--- src/rtl/cpu_step_ctrl_pkg.sv ---
// Shared definitions for the MIPS clock-enable sequencer.
// Optional breakpoint support is enabled by defining CPU_STEP_CTRL_BREAKPOINT_EN.
package cpu_step_ctrl_pkg;

    // Mode encodings, also shown on the character display.
    typedef enum logic [1:0] {
        HALT = 2'd0,
        RUN  = 2'd1,
        STEP = 2'd2
    } state_e;

    // 10 ms of button stability at 100 MHz.
    localparam int DB_CYCLES_DEFAULT = 1000000;

    // Width of the core program counter compared against the breakpoint.
    localparam int PC_W = 32;

endpackage

--- src/rtl/cpu_step_ctrl_if.sv ---
// Board-side control and status bundle of the clock-enable sequencer.
// Breakpoint signals exist only when CPU_STEP_CTRL_BREAKPOINT_EN is defined.
interface cpu_step_ctrl_if #(
    parameter int DIV_W = 24,
    parameter int CNT_W = 32
);
    import cpu_step_ctrl_pkg::*;

    logic             run_sw;
    logic             step_btn;
    logic [DIV_W-1:0] div_val;
    logic             cpu_ce;
    logic             cpu_phase;
    logic [CNT_W-1:0] cycle_cnt;
    logic [1:0]       state;
`ifdef CPU_STEP_CTRL_BREAKPOINT_EN
    logic [PC_W-1:0]  cpu_pc;
    logic [PC_W-1:0]  bp_addr;
    logic             bp_valid;
    logic             bp_hit;

    modport master (
        output run_sw, step_btn, div_val, cpu_pc, bp_addr, bp_valid,
        input  cpu_ce, cpu_phase, cycle_cnt, state, bp_hit
    );

    modport slave (
        input  run_sw, step_btn, div_val, cpu_pc, bp_addr, bp_valid,
        output cpu_ce, cpu_phase, cycle_cnt, state, bp_hit
    );
`else
    modport master (
        output run_sw, step_btn, div_val,
        input  cpu_ce, cpu_phase, cycle_cnt, state
    );

    modport slave (
        input  run_sw, step_btn, div_val,
        output cpu_ce, cpu_phase, cycle_cnt, state
    );
`endif

endinterface

--- src/rtl/btn_debounce.sv ---
// Synchronizes an asynchronous board button, debounces it and emits a
// one-clock pulse on each accepted press. Reusable for any board button.
module btn_debounce
    import cpu_step_ctrl_pkg::*;
#(
    parameter int DB_CYCLES = DB_CYCLES_DEFAULT
) (
    input  logic clk,
    input  logic rst_n,
    input  logic btn_in,
    output logic level,
    output logic rise
);

    localparam int            CW       = $clog2(DB_CYCLES + 1);
    localparam logic [CW-1:0] CNT_LAST = CW'(DB_CYCLES - 1);

    logic          sync1_q, sync1_d;
    logic          sync2_q, sync2_d;
    logic [CW-1:0] cnt_q, cnt_d;
    logic          level_q, level_d;
    logic          level_dly_q, level_dly_d;
    logic          rise_q, rise_d;

    // Next-state: two-flop sync, stability counter that restarts on any
    // bounce, and a registered rising-edge detector on the accepted level.
    always_comb begin
        sync1_d     = btn_in;
        sync2_d     = sync1_q;
        cnt_d       = '0;
        level_d     = level_q;
        if (sync2_q != level_q) begin
            if (cnt_q == CNT_LAST) begin
                level_d = sync2_q;
            end else begin
                cnt_d = cnt_q + CW'(1);
            end
        end
        level_dly_d = level_q;
        rise_d      = level_q & ~level_dly_q;
    end

    // State registers, all cleared by reset so no press is seen at start-up.
    always_ff @(posedge clk or negedge rst_n) begin
        if (!rst_n) begin
            sync1_q     <= 1'b0;
            sync2_q     <= 1'b0;
            cnt_q       <= '0;
            level_q     <= 1'b0;
            level_dly_q <= 1'b0;
            rise_q      <= 1'b0;
        end else begin
            sync1_q     <= sync1_d;
            sync2_q     <= sync2_d;
            cnt_q       <= cnt_d;
            level_q     <= level_d;
            level_dly_q <= level_dly_d;
            rise_q      <= rise_d;
        end
    end

    assign level = level_q;
    assign rise  = rise_q;

endmodule

--- src/rtl/cpu_step_ctrl.sv ---
// Clock-enable sequencer for the MIPS core: halted, free-run at a
// programmable period, or single-step from a debounced button.
// Define CPU_STEP_CTRL_BREAKPOINT_EN to add a PC breakpoint that halts RUN.
module cpu_step_ctrl
    import cpu_step_ctrl_pkg::*;
#(
    parameter int DIV_W     = 24,
    parameter int CNT_W     = 32,
    parameter int DB_CYCLES = DB_CYCLES_DEFAULT
) (
    input  logic           clk,
    input  logic           rst_n,
    cpu_step_ctrl_if.slave bus
);

    logic             run_meta_q, run_meta_d;
    logic             run_s_q, run_s_d;
    logic             step_level;
    logic             step_req;

    state_e           state_q, state_d;
    logic [DIV_W-1:0] div_q, div_d;
    logic             ce_q, ce_d;
    logic             phase_q, phase_d;
    logic [CNT_W-1:0] cnt_q, cnt_d;
`ifdef CPU_STEP_CTRL_BREAKPOINT_EN
    logic             bp_hit_q, bp_hit_d;
    logic             bp_match;
`endif

    btn_debounce #(
        .DB_CYCLES (DB_CYCLES)
    ) u_step_db (
        .clk    (clk),
        .rst_n  (rst_n),
        .btn_in (bus.step_btn),
        .level  (step_level),
        .rise   (step_req)
    );

`ifdef CPU_STEP_CTRL_BREAKPOINT_EN
    assign bp_match = bus.bp_valid && (bus.cpu_pc == bus.bp_addr);
`endif

    // Next-state: mode transitions, run-rate divider and the enable pulse.
    // Phase and pulse count follow the pulse on the same edge it is issued.
    always_comb begin
        run_meta_d = bus.run_sw;
        run_s_d    = run_meta_q;
        state_d    = state_q;
        div_d      = div_q;
        ce_d       = 1'b0;
`ifdef CPU_STEP_CTRL_BREAKPOINT_EN
        bp_hit_d   = bp_hit_q;
`endif
        case (state_q)
            HALT: begin
                if (run_s_q) begin
                    state_d = RUN;
                    div_d   = '0;
`ifdef CPU_STEP_CTRL_BREAKPOINT_EN
                    bp_hit_d = 1'b0;
`endif
                end else if (step_req) begin
                    state_d = STEP;
`ifdef CPU_STEP_CTRL_BREAKPOINT_EN
                    bp_hit_d = 1'b0;
`endif
                end
            end
            STEP: begin
                ce_d    = 1'b1;
                state_d = HALT;
            end
            RUN: begin
                if (!run_s_q) begin
                    state_d = HALT;
                    div_d   = '0;
                end else if (div_q >= bus.div_val) begin
                    div_d = '0;
`ifdef CPU_STEP_CTRL_BREAKPOINT_EN
                    if (bp_match) begin
                        state_d  = HALT;
                        bp_hit_d = 1'b1;
                    end else begin
                        ce_d = 1'b1;
                    end
`else
                    ce_d = 1'b1;
`endif
                end else begin
                    div_d = div_q + DIV_W'(1);
                end
            end
            default: begin
                state_d = HALT;
                div_d   = '0;
            end
        endcase
        phase_d = phase_q ^ ce_d;
        cnt_d   = cnt_q + CNT_W'(ce_d);
    end

    // All controller state; reset aborts any run or step in progress.
    always_ff @(posedge clk or negedge rst_n) begin
        if (!rst_n) begin
            run_meta_q <= 1'b0;
            run_s_q    <= 1'b0;
            state_q    <= HALT;
            div_q      <= '0;
            ce_q       <= 1'b0;
            phase_q    <= 1'b0;
            cnt_q      <= '0;
`ifdef CPU_STEP_CTRL_BREAKPOINT_EN
            bp_hit_q   <= 1'b0;
`endif
        end else begin
            run_meta_q <= run_meta_d;
            run_s_q    <= run_s_d;
            state_q    <= state_d;
            div_q      <= div_d;
            ce_q       <= ce_d;
            phase_q    <= phase_d;
            cnt_q      <= cnt_d;
`ifdef CPU_STEP_CTRL_BREAKPOINT_EN
            bp_hit_q   <= bp_hit_d;
`endif
        end
    end

    assign bus.cpu_ce    = ce_q;
    assign bus.cpu_phase = phase_q;
    assign bus.cycle_cnt = cnt_q;
    assign bus.state     = state_q;
`ifdef CPU_STEP_CTRL_BREAKPOINT_EN
    assign bus.bp_hit    = bp_hit_q;
`endif

endmodule

--- src/flat_wrapper.sv ---
// flat-port wrapper written by rule: the top's interface ports become plain ports
module cpu_step_ctrl_flat import cpu_step_ctrl_pkg::*;
#(
    parameter int DIV_W     = 24,
    parameter int CNT_W     = 32,
    parameter int DB_CYCLES = DB_CYCLES_DEFAULT
)
  (clk, rst_n, bus_run_sw, bus_step_btn, bus_div_val, bus_cpu_ce, bus_cpu_phase, bus_cycle_cnt, bus_state);
  cpu_step_ctrl_if #(.DIV_W(DIV_W), .CNT_W(CNT_W)) bus_i ();
  input  logic clk;
  input  logic rst_n;
  input wire logic [$bits(bus_i.run_sw)-1:0] bus_run_sw;
  input wire logic [$bits(bus_i.step_btn)-1:0] bus_step_btn;
  input wire logic [$bits(bus_i.div_val)-1:0] bus_div_val;
  output wire logic [$bits(bus_i.cpu_ce)-1:0] bus_cpu_ce;
  output wire logic [$bits(bus_i.cpu_phase)-1:0] bus_cpu_phase;
  output wire logic [$bits(bus_i.cycle_cnt)-1:0] bus_cycle_cnt;
  output wire logic [$bits(bus_i.state)-1:0] bus_state;
  assign bus_i.run_sw = bus_run_sw;
  assign bus_i.step_btn = bus_step_btn;
  assign bus_i.div_val = bus_div_val;
  assign bus_cpu_ce = bus_i.cpu_ce;
  assign bus_cpu_phase = bus_i.cpu_phase;
  assign bus_cycle_cnt = bus_i.cycle_cnt;
  assign bus_state = bus_i.state;
  cpu_step_ctrl #(.DIV_W(DIV_W), .CNT_W(CNT_W), .DB_CYCLES(DB_CYCLES)) u_core (.clk(clk), .rst_n(rst_n), .bus(bus_i));
endmodule
--- config.mk ---
export PLATFORM = sky130hd
export DESIGN_NAME = cpu_step_ctrl_flat
export DESIGN_NICKNAME = d
export VERILOG_FILES = /design/src/rtl/cpu_step_ctrl_pkg.sv /design/src/rtl/cpu_step_ctrl_if.sv /design/src/rtl/btn_debounce.sv /design/src/rtl/cpu_step_ctrl.sv /design/src/flat_wrapper.sv
export SDC_FILE = /design/constraint.sdc
export NUM_CORES = 1
export LEC_CHECK = 0
export ABC_AREA = 0
export BUFFER_PORTS_ARGS = -buffer_cell sky130_fd_sc_hd__buf_2
export CAP_MARGIN = 30
export CORE_UTILIZATION = 50
export CTS_BUF_LIST = sky130_fd_sc_hd__clkbuf_16
export DETAILED_ROUTE_END_ITERATION = 7
export PLACE_DENSITY = 0.74
export SLEW_MARGIN = 20
export SYNTH_ARGS = -nofsm -noshare
export SYNTH_HDL_FRONTEND = slang
export SYNTH_SLANG_ARGS = --single-unit
--- constraint.sdc ---
create_clock -name clk -period 3.5 [get_ports clk]
set_clock_uncertainty 0.2 [all_clocks]
set_input_delay 0.175 -clock clk [delete_from_list [all_inputs] [get_ports clk]]
set_output_delay 0.175 -clock clk [all_outputs]
set_load 0.02 [all_outputs]
==> flow_summary.json <==
{
  "post-route-util": 0.605,
  "multi_input_area_um2": 2370,
  "finalSetupViolations": 0,
  "core_um2": 9150,
  "hpwl_um": 6800,
  "grt_antenna_before_repair": 0,
  "syn_inst": 467,
  "die-area_um2": 9790,
  "nets": 603,
  "status": "complete, no violations",
  "hp-class": "input port to async pin",
  "via_per_inst": 5.43,
  "tightest_slew_ns": 0.651,
  "cts_tree": "built",
  "hold_viol_final": 0,
  "final-seq-area_um2": 2180,
  "numCtsBuffers": 9,
  "die_h_um": 99.0,
  "worstPathRequired_ns": 3.51,
  "pin_count": 64,
  "clockRootBuffer": "clkbuf_16",
  "wirelength_um": 9450,
  "synth_edf_count": 0,
  "drt_iter0_drc": 169,
  "grt_usage": 0.204,
  "die_w_um": 99.0,
  "ys_ff_latch": 87,
  "portBuffers": 63,
  "start_util": 0.514,
  "first_global_vias": 3534,
  "fin_setup_tns_ns": 0,
  "p_leak_nw": 2.85,
  "drc": 0,
  "yosysTopAreaCell": "dfrtp_1",
  "final_cell_mix": "dfrtp_1 (86), buf_2 (62), nor2_1 (46), nand2_1 (42), xnor2_1 (38)",
  "cap_violations": 0,
  "ys_warn_count": 0,
  "ys_async_sr_fraction": 1.00,
  "final_common_cell": "dfrtp_1",
  "synthesis.nets": 527,
  "period_share": 0.947,
  "yosysUniqueCellTypes": 47,
  "crit_slowest_cell": "a2111o_1",
  "max_freq_mhz": 302,
  "place_inst": 637,
  "cts_buffer_depth": 2,
  "drtPass1Iterations": 5,
  "place.gp.congestion": 0.784,
  "power.total_mw": 2.34,
  "crit_buf_inv": 2,
  "worstSetupPathType": "flop to flop",
  "nFillCells": 786,
  "critical-path-top-delay-family": "compound AO/OA/AOI/OAI gates",
  "vias": 3580,
  "synthTopCellsByArea": "dfrtp_1 (46%), ha_1 (8.5%), xnor2_1 (7.1%)",
  "cts_sinks": 87,
  "grt_max_degree": 56,
  "num_rows": 35,
  "syn_to_final_growth_pct": 17.7,
  "crit_path_max_incr_delay_ns": 0.44,
  "avgRoutedWirePerCell_um": 14.3,
  "crit_chain": "inv_1, ha_1, nand2b_4, a2111o_1, a31oi_4, nor3_1, a211o_1, ha_1, ha_2, and3_4, nand4_1, inv_1, and3_1, xor2_1",
  "grt_overflow": 0,
  "synthesis.area_um2": 4700,
  "clk_pin_slew_ns": 0.07,
  "start_kind": "flop",
  "drv_slew": 0,
  "layout_min_cycle_time_ns": 3.31,
  "ant_nets": 0,
  "crit_arrival_ns": 3.33,
  "synthFlopType": "dfrtp_1",
  "layoutNonFillerInstCount": 659,
  "relSlewSlack": 0.563,
  "synth.avg_cell_area_um2": 10.1,
  "p_per_area_nw_per_um2": 423,
  "rsz0062_at_grt": "true",
  "critPathCaptureType": "flop",
  "synth_top_area_share": 0.463,
  "layout-drive-gt1-share": 0.193,
  "crit_fanout": 4,
  "yosysSeqAreaShare": 0.463,
  "htreeDepth": 3,
  "max-vdd-ir-drop_v": 0.000237,
  "clk_latency_ns": 0.34,
  "grt_pass1_wl_um": 15900,
  "antenna_cells": 0
}
[kinds of logic (layout without fill, tap and decap cells)]
group / after synthesis / in the layout / synth area share
fa+ha+maj: 32 / 32 / 0.0852
mux: 1 / 1 / 0.00240
buf+inv: 40 / 121 / 0.0362
compound gates: 58 / 58 / 0.0918
simple gates: 188 / 188 / 0.208
flops: 87 / 87 / 0.463
xor+xnor: 61 / 61 / 0.114
[per-stage QoR]
step / hold slack (ns) / worst slack, ns / cell area [µm²]
4_1_cts: 0.136 / 0.109 / 5490
3_5_place_dp: -0.0428 / 0.122 / 5150
3_3_place_gp: 0.0856 / 0.240 / 5120
5_1_grt: 0.157 / -0.0161 / 5530
2_1_floorplan: -0.321 / 0.253 / 4700
6_report: 0.127 / 0.187 / 5530
[area by class of cell]
cell class / count / area share
repair buffers: 71 / 0.0733
clock buffers: 9 / 0.0407
flip-flops and latches: 87 / 0.394
multi-input cells: 340 / 0.428
well taps: 111 / 0.0251
inverters: 34 / 0.0231
clock inverters: 7 / 0.0161
[what timing repair did]
action | in CTS | in global routing
setup buffers | 0 | 3
hold buffers | 3 | 0
endpoints found under the setup margin | 0 | 9
resized for setup | 0 | 6
hold endpoints to repair | 39 | 0
[layer usage]
metal / vias to the layer above / share of wire / wire [µm] / GRT usage
li1: 1757 / - / - / -
met1: 1748 / 0.44 / 4130 / 0.252
met2: 66 / 0.50 / 4740 / 0.349
met3: 9 / 0.050 / 476 / 0.0610
met4: 0 / 0.011 / 100 / 0.0540
met5: - / 0 / 0 / 0
[where the power goes]
group          internal [mW]  switching (mW)  leakage (nW)
clock                  0.570           0.416         0.152
combinational          0.118           0.191          1.50
sequential              1.03          0.0183          1.20
[state kept, by name (all words and copies together) (netlist names)]
register	cells
u_core.run_s_q	1
u_core.u_step_db.level_dly_q	1
u_core.u_step_db.sync1_q	1
u_core.u_step_db.level	1
u_core.u_step_db.rise	1
u_core.bus.state	2
u_core.run_meta_q	1
u_core.div_q	24
u_core.bus.cycle_cnt	32
u_core.bus.cpu_ce	1
u_core.u_step_db.sync2_q	1
u_core.u_step_db.cnt_q	20
u_core.bus.cpu_phase	1
[cells in the mapped netlist (all sizes together) (2+ instances only)]
cell type  instances
nor4               4
and2               5
xor2              23
clkbuf             2
o21ai             16
a21oi             14
nand4             15
ha                32
and4               5
dfrtp             87
nor3               7
inv               34
nand2b             3
xnor2             38
nor2              51
nand2             43
nor2b              7
and3              17
nand3             25
or2                3
a22o              18
buf                4
[path summary, 6_finish.rpt]
check / startpoint / endpoint / slack, ns / cells past startpoint
min in group clk: u_core.u_step_db.sync1_q / u_core.u_step_db.sync2_q / 0.16 / 0
min: rst_n / u_core.div_q[12] / 0.13 / 2
max in group asynchronous: rst_n / u_core.u_step_db.cnt_q[17] / 2.35 / 3
max reg2reg: u_core.div_q[0] / u_core.bus.cycle_cnt[22] / 0.19 / 14
min reg2reg: u_core.u_step_db.sync1_q / u_core.u_step_db.sync2_q / 0.16 / 0
max: u_core.div_q[0] / u_core.bus.cycle_cnt[22] / 0.19 / 14
(Power assumes the default switching activity.)
